===== src/rtl/encode_loader_pkg.sv =====
// Shared definitions for the RV32I program loader: opcodes, loader states
// and the decoded-field bundle that the decoder produces and the loader consumes.
package encode_loader_pkg;

  localparam logic [6:0] OP_R     = 7'b0110011;
  localparam logic [6:0] OP_LOAD  = 7'b0000011;
  localparam logic [6:0] OP_IMM   = 7'b0010011;
  localparam logic [6:0] OP_STORE = 7'b0100011;
  localparam logic [6:0] OP_LUI   = 7'b0110111;

  typedef enum logic [1:0] {
    ST_IDLE  = 2'd0,
    ST_LOAD  = 2'd1,
    ST_FLUSH = 2'd2,
    ST_DONE  = 2'd3
  } load_state_t;

  typedef struct packed {
    logic [6:0]  opcode;
    logic [4:0]  rd;
    logic [2:0]  funct3;
    logic [4:0]  rs1;
    logic [4:0]  rs2;
    logic [6:0]  funct7;
    logic [31:0] imm;
  } instr_fields_t;

endpackage


===== src/rtl/encode_loader_if.sv =====
// Bundle of the loader's control, field stream, imem write port and status.
// slave = loader side, master = the agent feeding fields and owning imem.
interface encode_loader_if #(parameter int ADDR_WIDTH = 8);

  logic                  start;
  logic                  in_valid;
  logic                  in_ready;
  logic [6:0]            in_opcode;
  logic [4:0]            in_rd;
  logic [2:0]            in_funct3;
  logic [4:0]            in_rs1;
  logic [4:0]            in_rs2;
  logic [6:0]            in_funct7;
  logic [31:0]           in_imm;
  logic                  in_last;
  logic                  imem_we;
  logic                  imem_gnt;
  logic [ADDR_WIDTH-1:0] imem_addr;
  logic [31:0]           imem_wdata;
  logic                  busy;
  logic                  done;
  logic                  full;
  logic                  err_opcode;
  logic [ADDR_WIDTH:0]   count;

  modport slave (
    input  start, in_valid, in_opcode, in_rd, in_funct3, in_rs1, in_rs2,
           in_funct7, in_imm, in_last, imem_gnt,
    output in_ready, imem_we, imem_addr, imem_wdata, busy, done, full,
           err_opcode, count
  );

  modport master (
    output start, in_valid, in_opcode, in_rd, in_funct3, in_rs1, in_rs2,
           in_funct7, in_imm, in_last, imem_gnt,
    input  in_ready, imem_we, imem_addr, imem_wdata, busy, done, full,
           err_opcode, count
  );

endinterface


===== src/rtl/encode_loader_pack.sv =====
// Combinational packer: decoded fields -> RV32I instruction word, plus a flag
// saying whether the opcode is one of the formats the decoder understands.
module encode_pack
  import encode_loader_pkg::*;
(
  input  instr_fields_t i_fields,
  output logic [31:0]   o_word,
  output logic          o_supported
);

  // Select the bit layout by opcode; unused fields and excess imm bits drop out.
  always_comb begin
    o_word      = '0;
    o_supported = 1'b0;
    case (i_fields.opcode)
      OP_R: begin
        o_word      = {i_fields.funct7, i_fields.rs2, i_fields.rs1,
                       i_fields.funct3, i_fields.rd, i_fields.opcode};
        o_supported = 1'b1;
      end
      OP_LOAD, OP_IMM: begin
        o_word      = {i_fields.imm[11:0], i_fields.rs1,
                       i_fields.funct3, i_fields.rd, i_fields.opcode};
        o_supported = 1'b1;
      end
      OP_STORE: begin
        o_word      = {i_fields.imm[11:5], i_fields.rs2, i_fields.rs1,
                       i_fields.funct3, i_fields.imm[4:0], i_fields.opcode};
        o_supported = 1'b1;
      end
      OP_LUI: begin
        o_word      = {i_fields.imm[31:12], i_fields.rd, i_fields.opcode};
        o_supported = 1'b1;
      end
      default: begin
        o_word      = '0;
        o_supported = 1'b0;
      end
    endcase
  end

endmodule


===== src/rtl/encode_loader.sv =====
// Program loader: accepts decoded instruction fields, packs them into RV32I
// words and writes them sequentially into imem from address 0.
module encode_loader
  import encode_loader_pkg::*;
#(
  parameter int INSTR_WIDTH = 32,
  parameter int ADDR_WIDTH  = 8
) (
  input  logic            clk,
  input  logic            rst,
  encode_loader_if.slave  bus
);

  localparam logic [ADDR_WIDTH:0]   CAP      = {1'b1, {ADDR_WIDTH{1'b0}}};
  localparam logic [ADDR_WIDTH-1:0] MAX_ADDR = {ADDR_WIDTH{1'b1}};
  localparam logic [ADDR_WIDTH:0]   ONE_CNT  = (ADDR_WIDTH+1)'(1);

  load_state_t             r_state;
  logic                    r_pend_valid;
  logic [31:0]             r_pend_word;
  logic [ADDR_WIDTH-1:0]   r_addr;
  logic [ADDR_WIDTH:0]     r_count;
  logic                    r_full;
  logic                    r_err;
  logic                    r_saw_last;

  instr_fields_t           w_fields;
  logic [31:0]             w_word;
  logic                    w_sup;
  logic [ADDR_WIDTH:0]     w_committed;
  logic [ADDR_WIDTH:0]     w_count_nxt;
  logic                    w_space;
  logic                    w_ready;
  logic                    w_accept;
  logic                    w_grant;
  logic                    w_fill;

  assign w_fields = '{opcode: bus.in_opcode, rd: bus.in_rd, funct3: bus.in_funct3,
                      rs1: bus.in_rs1, rs2: bus.in_rs2, funct7: bus.in_funct7,
                      imm: bus.in_imm};

  encode_pack u_pack (
    .i_fields    (w_fields),
    .o_word      (w_word),
    .o_supported (w_sup)
  );

  // Words granted plus the one still waiting for grant; a grant this cycle
  // only moves a word from pending to counted, so the sum is unaffected.
  assign w_committed = r_count + {{ADDR_WIDTH{1'b0}}, r_pend_valid};
  assign w_count_nxt = r_count + {{ADDR_WIDTH{1'b0}}, w_grant};
  assign w_space     = (w_committed < CAP);
  assign w_grant     = r_pend_valid && bus.imem_gnt;
  assign w_ready     = (r_state == ST_LOAD) && (!r_pend_valid || bus.imem_gnt) && w_space;
  assign w_accept    = bus.in_valid && w_ready;
  assign w_fill      = w_accept && w_sup && ((w_committed + ONE_CNT) == CAP);

  // Session FSM with the pending-word register, address and count.
  always_ff @(posedge clk) begin
    if (rst) begin
      r_state      <= ST_IDLE;
      r_pend_valid <= 1'b0;
      r_pend_word  <= '0;
      r_addr       <= '0;
      r_count      <= '0;
      r_full       <= 1'b0;
      r_err        <= 1'b0;
      r_saw_last   <= 1'b0;
    end else begin
      if (w_grant) begin
        r_count <= w_count_nxt;
        if (r_addr != MAX_ADDR) r_addr <= r_addr + ADDR_WIDTH'(1);
      end

      if (w_accept && w_sup) begin
        r_pend_valid <= 1'b1;
        r_pend_word  <= w_word;
      end else if (w_grant) begin
        r_pend_valid <= 1'b0;
      end

      case (r_state)
        ST_IDLE: begin
          if (bus.start) r_state <= ST_LOAD;
        end
        ST_LOAD: begin
          if (w_accept) begin
            if (!w_sup)      r_err      <= 1'b1;
            if (bus.in_last) r_saw_last <= 1'b1;
            if (bus.in_last || w_fill) r_state <= ST_FLUSH;
          end
        end
        ST_FLUSH: begin
          if (!r_pend_valid || w_grant) begin
            r_state <= ST_DONE;
            r_full  <= (w_count_nxt == CAP) && !r_saw_last;
          end
        end
        ST_DONE: begin
          if (bus.start) begin
            r_state    <= ST_LOAD;
            r_count    <= '0;
            r_addr     <= '0;
            r_full     <= 1'b0;
            r_err      <= 1'b0;
            r_saw_last <= 1'b0;
          end
        end
        default: r_state <= ST_IDLE;
      endcase
    end
  end

  assign bus.in_ready   = w_ready;
  assign bus.imem_we    = r_pend_valid;
  assign bus.imem_addr  = r_addr;
  assign bus.imem_wdata = r_pend_word;
  assign bus.busy       = (r_state == ST_LOAD) || (r_state == ST_FLUSH);
  assign bus.done       = (r_state == ST_DONE);
  assign bus.full       = r_full;
  assign bus.err_opcode = r_err;
  assign bus.count      = r_count;

endmodule


===== src/flat_wrapper.sv =====
// flat-port wrapper written by rule: the top's interface ports become plain ports
module encode_loader_flat import encode_loader_pkg::*;
#(
  parameter int INSTR_WIDTH = 32,
  parameter int ADDR_WIDTH  = 8
)
  (clk, rst, bus_start, bus_in_valid, bus_in_opcode, bus_in_rd, bus_in_funct3, bus_in_rs1, bus_in_rs2, bus_in_funct7, bus_in_imm, bus_in_last, bus_imem_gnt, bus_in_ready, bus_imem_we, bus_imem_addr, bus_imem_wdata, bus_busy, bus_done, bus_full, bus_err_opcode, bus_count);
  encode_loader_if #(.ADDR_WIDTH(ADDR_WIDTH)) bus_i ();
  input  logic clk;
  input  logic rst;
  input wire logic [$bits(bus_i.start)-1:0] bus_start;
  input wire logic [$bits(bus_i.in_valid)-1:0] bus_in_valid;
  input wire logic [$bits(bus_i.in_opcode)-1:0] bus_in_opcode;
  input wire logic [$bits(bus_i.in_rd)-1:0] bus_in_rd;
  input wire logic [$bits(bus_i.in_funct3)-1:0] bus_in_funct3;
  input wire logic [$bits(bus_i.in_rs1)-1:0] bus_in_rs1;
  input wire logic [$bits(bus_i.in_rs2)-1:0] bus_in_rs2;
  input wire logic [$bits(bus_i.in_funct7)-1:0] bus_in_funct7;
  input wire logic [$bits(bus_i.in_imm)-1:0] bus_in_imm;
  input wire logic [$bits(bus_i.in_last)-1:0] bus_in_last;
  input wire logic [$bits(bus_i.imem_gnt)-1:0] bus_imem_gnt;
  output wire logic [$bits(bus_i.in_ready)-1:0] bus_in_ready;
  output wire logic [$bits(bus_i.imem_we)-1:0] bus_imem_we;
  output wire logic [$bits(bus_i.imem_addr)-1:0] bus_imem_addr;
  output wire logic [$bits(bus_i.imem_wdata)-1:0] bus_imem_wdata;
  output wire logic [$bits(bus_i.busy)-1:0] bus_busy;
  output wire logic [$bits(bus_i.done)-1:0] bus_done;
  output wire logic [$bits(bus_i.full)-1:0] bus_full;
  output wire logic [$bits(bus_i.err_opcode)-1:0] bus_err_opcode;
  output wire logic [$bits(bus_i.count)-1:0] bus_count;
  assign bus_i.start = bus_start;
  assign bus_i.in_valid = bus_in_valid;
  assign bus_i.in_opcode = bus_in_opcode;
  assign bus_i.in_rd = bus_in_rd;
  assign bus_i.in_funct3 = bus_in_funct3;
  assign bus_i.in_rs1 = bus_in_rs1;
  assign bus_i.in_rs2 = bus_in_rs2;
  assign bus_i.in_funct7 = bus_in_funct7;
  assign bus_i.in_imm = bus_in_imm;
  assign bus_i.in_last = bus_in_last;
  assign bus_i.imem_gnt = bus_imem_gnt;
  assign bus_in_ready = bus_i.in_ready;
  assign bus_imem_we = bus_i.imem_we;
  assign bus_imem_addr = bus_i.imem_addr;
  assign bus_imem_wdata = bus_i.imem_wdata;
  assign bus_busy = bus_i.busy;
  assign bus_done = bus_i.done;
  assign bus_full = bus_i.full;
  assign bus_err_opcode = bus_i.err_opcode;
  assign bus_count = bus_i.count;
  encode_loader #(.INSTR_WIDTH(INSTR_WIDTH), .ADDR_WIDTH(ADDR_WIDTH)) u_core (.clk(clk), .rst(rst), .bus(bus_i));
endmodule

===== config.mk =====
export PLATFORM = sky130hd
export DESIGN_NAME = encode_loader_flat
export DESIGN_NICKNAME = d
export VERILOG_FILES = /design/src/rtl/encode_loader_pkg.sv /design/src/rtl/encode_loader_if.sv /design/src/rtl/encode_loader_pack.sv /design/src/rtl/encode_loader.sv /design/src/flat_wrapper.sv
export SDC_FILE = /design/constraint.sdc
export NUM_CORES = 1
export LEC_CHECK = 0
export CORE_AREA = 2 2 116 73
export CTS_BUF_LIST = sky130_fd_sc_hd__clkbuf_8
export CTS_CLUSTER_DIAMETER = 50
export DETAILED_ROUTE_END_ITERATION = 6
export DIE_AREA = 0 0 118 75
export GPL_TIMING_DRIVEN = 0
export PLACE_DENSITY = 0.78
export RECOVER_POWER = 25
export SLEW_MARGIN = 15
export SYNTH_ARGS = -nofsm -noshare
export SYNTH_HDL_FRONTEND = slang
export SYNTH_SLANG_ARGS = --single-unit

===== constraint.sdc =====
create_clock -name clk -period 1.9 [get_ports clk]
set_input_delay 0.19 -clock clk [delete_from_list [all_inputs] [get_ports clk]]
set_output_delay 0.19 -clock clk [all_outputs]
set_load 0.01 [all_outputs]

==> results <==
how the worst max path moves through the flow:
stage                             from                       end  slack, ns  depth (start not counted)
finish              u_core.bus.imem_we  u_core.bus.imem_wdata[9]      -0.12                          8
detailed placement        bus_imem_gnt           u_core.bus.full      -0.61                          9
floorplan           u_core.bus.imem_we           u_core.bus.full      -0.03                          8
global route        u_core.bus.imem_we  u_core.bus.imem_wdata[9]      -0.18                          8
CTS                 u_core.bus.imem_we           u_core.bus.full      -0.07                          8
global placement          bus_imem_gnt           u_core.bus.full      -0.58                          9
logic make-up after synthesis:
group,after synthesis
simple gates,150
compound gates,83
flops,55
buf+inv,40
xor+xnor,16
mux,15
fa+ha+maj,9
timing repair:
action,in CTS,in global routing
pin swaps,16,27
endpoints found under the setup margin,50,41
endpoints found under the hold margin,0,0
cloned,4,1
buffers inserted,6,10
gates resized for setup,39,41
sequential cells by signal (all words and copies together), names as in the netlist:
name	flops
u_core.bus.imem_addr	8
u_core.r_saw_last	1
u_core.bus.imem_wdata	32
u_core.bus.full	1
u_core.bus.count	9
u_core.r_state	2
u_core.bus.err_opcode	1
u_core.bus.imem_we	1
critical path, delay by kind of cell, from the launching register on:
kind | cells | cell delay [ns]
AO/OA/AOI/OAI | 2 | 0.51
AND/OR/NAND/NOR | 3 | 0.55
adder cells (fa/ha/maj) | 2 | 0.28
buffers and inverters | 1 | 0.19
flip-flops | 1 | 0.43
synthesized netlist by cell type (2+ instances only):
master	n
sky130_fd_sc_hd__inv_1	13
sky130_fd_sc_hd__o21ai_0	18
sky130_fd_sc_hd__nand2b_1	4
sky130_fd_sc_hd__nor4_1	4
sky130_fd_sc_hd__buf_2	7
sky130_fd_sc_hd__nor3b_1	4
sky130_fd_sc_hd__clkbuf_1	11
sky130_fd_sc_hd__a211oi_1	3
sky130_fd_sc_hd__a221oi_2	5
sky130_fd_sc_hd__nand3b_1	2
sky130_fd_sc_hd__xor2_1	5
sky130_fd_sc_hd__and3_4	2
sky130_fd_sc_hd__a311oi_1	2
sky130_fd_sc_hd__and3_1	4
sky130_fd_sc_hd__o21ai_1	2
sky130_fd_sc_hd__mux2_2	5
sky130_fd_sc_hd__a221oi_1	8
sky130_fd_sc_hd__nor3_2	6
sky130_fd_sc_hd__mux2i_1	10
sky130_fd_sc_hd__a31oi_1	4
sky130_fd_sc_hd__nand3_1	25
sky130_fd_sc_hd__a22oi_1	5
sky130_fd_sc_hd__nor3_1	11
sky130_fd_sc_hd__nand4_1	4
sky130_fd_sc_hd__ha_1	9
sky130_fd_sc_hd__buf_4	3
sky130_fd_sc_hd__nor2_1	37
sky130_fd_sc_hd__o211ai_1	2
sky130_fd_sc_hd__dfxtp_1	55
sky130_fd_sc_hd__nand2_1	34
sky130_fd_sc_hd__or3_1	2
sky130_fd_sc_hd__a21oi_1	19
sky130_fd_sc_hd__xnor2_1	11
sky130_fd_sc_hd__and2_1	2
sky130_fd_sc_hd__buf_6	5
per-layer routing:
metal | routed length (microns) | vias to the layer above | global-route usage, % | part of all wire [%]
met5 | 0 | - | 0 | 0
met4 | 132 | 0 | 6.024 | 1.2
met3 | 749 | 16 | 5.379 | 7.0
met2 | 5081 | 126 | 37.66 | 47
met1 | 4761 | 1609 | 29.57 | 44
li1 | - | 1634 | - | -
cell type report:
| type | instances | share of cell area [%] |
|---|---|---|
| multi-input combinational | 274 | 42.62 |
| timing repair buffer | 143 | 27.16 |
| sequential | 55 | 21.59 |
| buffer | 25 | 3.039 |
| tap | 108 | 2.626 |
| clock buffer | 5 | 1.337 |
| inverter | 14 | 1.264 |
| clock inverter | 3 | 0.3647 |
power breakdown:
part | internal [uW] | switching, uW
clock network | 261 | 425
registers | 1190 | 32.1
logic | 455 | 480
stage by stage:
step	std cells	utilization [%]	instance area, sq um	power [uW]	TNS [ns]
after floorplan	368	-	3178	1624	-0.02605
after global placement	599	58.82	4544	1952	-7.149
after CTS	617	63.00	4867	2777	-1.407
final	627	66.61	5146	2847	-1.948
after detailed placement	599	58.82	4544	1979	-7.924
after global routing	627	66.61	5146	2976	-4.955
==> flow_summary.rst <==
.. list-table::
   :header-rows: 1

   * - Metric
     - Value
   * - Worst reg-to-reg path cell count
     - 8
   * - Primary flip-flop cell chosen by synthesis mapping
     - sky130_fd_sc_hd__dfxtp_1
   * - Number of vias per cell
     - ~5.4
   * - Library cells used by synthesis
     - 60
   * - Yosys synthesis warning count
     - 0
   * - Worst hold margin
     - between 0.4 and 0.5 ns
   * - Worst-margin pin slew
     - 0.7295 ns
   * - Xor/xnor cell area share of the yosys netlist
     - under 10%
   * - Required time at the endpoint of the critical path
     - between 2 and 2.5 ns
   * - Fraction of the cycle the final worst path needs
     - 106.5%
   * - Cell area after technology mapping
     - 3128 sq um
   * - Origin of the critical flop-to-flop path
     - u_core.bus.imem_we
   * - Outcome
     - complete, but fails checks
   * - Vias after detailed routing
     - approximately 3400
   * - Remaining number of nets flagged by the antenna check after routing
     - 0
   * - Worst setup path category
     - flop to flop
   * - All-layer global routing usage
     - between 20% and 30%
   * - Clock Skew
     - 0.006327 ns
   * - Overall die height
     - 75 microns
   * - Leading cell types in the layout, fill and taps excluded
     - sky130_fd_sc_hd__clkdlybuf4s50_1 (104), sky130_fd_sc_hd__dfxtp_1 (51), sky130_fd_sc_hd__nand2_1 (33)
   * - Area fraction of the dominant cell type after synthesis
     - about a third
   * - Number of fill cells in the layout
     - ~630
   * - Fraction of the mapped netlist area in simple logic gates
     - between 20% and 30%
   * - Wire length of the first global-routing pass
     - between 15000 and 20000 microns
   * - Number of DRC markers in iteration 0
     - 180
   * - Quantity of hold-fixing buffers added after cts
     - 0
   * - Area of the core region
     - between 7000 and 8000 sq um
   * - Hold Path Cell Cnt
     - 3
   * - Pre-antenna DRT Iters
     - 4
   * - Final Hold Vio Count
     - 0
   * - Setup violations, final
     - 32
   * - Crit path largest cell delay
     - about 0.43 ns
   * - Final estimated routing congestion in global placement
     - 0.8330
   * - Residual overflow from global routing
     - 0
   * - Leakage power summed over all cells
     - 0.001833 uW
   * - Post-Synth Adder-Cell Area
     - around 3.6%
   * - Post-layout nets
     - about 600
   * - DIE AREA
     - 8850 sq um
   * - Clock transition time at the flip-flop clock pins of the worst setup and hold paths
     - about 0.1 ns
   * - Register-to-register path setup slack
     - -0.12 ns
   * - Standard cell with the maximum stage delay on the critical path
     - sky130_fd_sc_hd__dfxtp_4
   * - Number of clock sinks
     - 55
   * - Average instance area after synthesis
     - between 8 and 9 sq um
   * - Synthesized net count
     - ~450
   * - Number of enable flip-flop cells after synthesis
     - 0
   * - Post-synthesis compound-gate area fraction
     - about a fifth
   * - Number of buffers created by CTS
     - 5
   * - Pre-CTS setup slack
     - -0.6144 ns
   * - Largest family of logic cells by synthesized area
     - simple AND/OR/NAND/NOR gates
   * - Number of max-capacitance violations reported
     - 0
   * - Layout overhead on the synthesized area
     - 64.52%
   * - Crit path cell chain
     - ha_4 > ha_4 > and3_4 > and3_4 > o2111a_2 > buf_6 > nand3_2 > a21oi_2
   * - Number of global-route vias before repair
     - 3046
   * - Max transition margin
     - 51.37%
   * - Worst R2R End
     - u_core.bus.imem_wdata[9]
   * - Largest net degree at the start of global routing
     - 18
   * - Fmax achieved
     - between 0.4 and 0.5 GHz
   * - Hold path start
     - bus_in_opcode[5]
   * - Share of synthesized area occupied by flip-flops and latches
     - 35.20%
   * - Input/output buffers
     - 123
   * - Startpoint type of the worst setup path
     - flop
   * - Layout cells sized above 1
     - 23.89%
   * - Portion of netlist area occupied by mux cells
     - 5.000%
   * - Worst-case clock buffer depth
     - 2
   * - Clock tree from TritonCTS
     - yes
   * - Number of antenna violations at the first check in global routing
     - 0
   * - Violated checks
     - negative setup slack
   * - Num ports
     - 125
   * - End point of the most critical hold path
     - u_core.bus.imem_wdata[4]
   * - Clock insertion delay at the later pin of the skew report
     - 0.32 ns
   * - Synthesized flop and latch total
     - 55
   * - Die width
     - about 120 microns
   * - Effective utilization at floorplan
     - 40.49%
   * - CP Capture Type
     - flop
   * - Combined flip-flop and latch cell area
     - 1111 sq um
   * - Total DRC errors in the routed layout
     - 0
   * - Clock tree root buffer cell
     - sky130_fd_sc_hd__clkbuf_8
   * - Total Wirelength
     - around 11000 microns
   * - Leading post-synthesis cells by cell area
     - sky130_fd_sc_hd__dfxtp_1 (35%), sky130_fd_sc_hd__nor2_1 (4.4%), sky130_fd_sc_hd__nand2_1 (4.1%)
   * - Cell Pwr Density
     - between 500 and 600 nW/um^2
   * - RSZ-0062 raised after global routing
     - true
   * - Site Rows
     - 25
   * - Data arrival, critical path
     - about 2.3 ns
   * - Pins over their slew limit
     - 0
   * - Worst hold path class
     - primary input to flop
   * - Cell type contributing the most total cell area after synthesis
     - sky130_fd_sc_hd__dfxtp_1
   * - Most common cell after layout, fill and taps aside
     - sky130_fd_sc_hd__clkdlybuf4s50_1
   * - Peak supply drop
     - ~0.27 mV
   * - Synth async-reset ratio
     - 0%
   * - Maximum level of the CTS H-tree
     - 2
   * - Tmin final
     - 2.024 ns
   * - Diodes inserted
     - 0
   * - Detailed-route wire length per cell
     - roughly 17 microns
   * - Final critical-path setup slack
     - -0.1239 ns
   * - Instance count of the mapped netlist
     - ~370
   * - Area of combinational cells with multiple inputs
     - 2193 sq um
   * - Critical path peak fanout
     - 7
   * - Final HPWL from detailed placement
     - ~7500 microns
(Power assumes the default switching activity.)
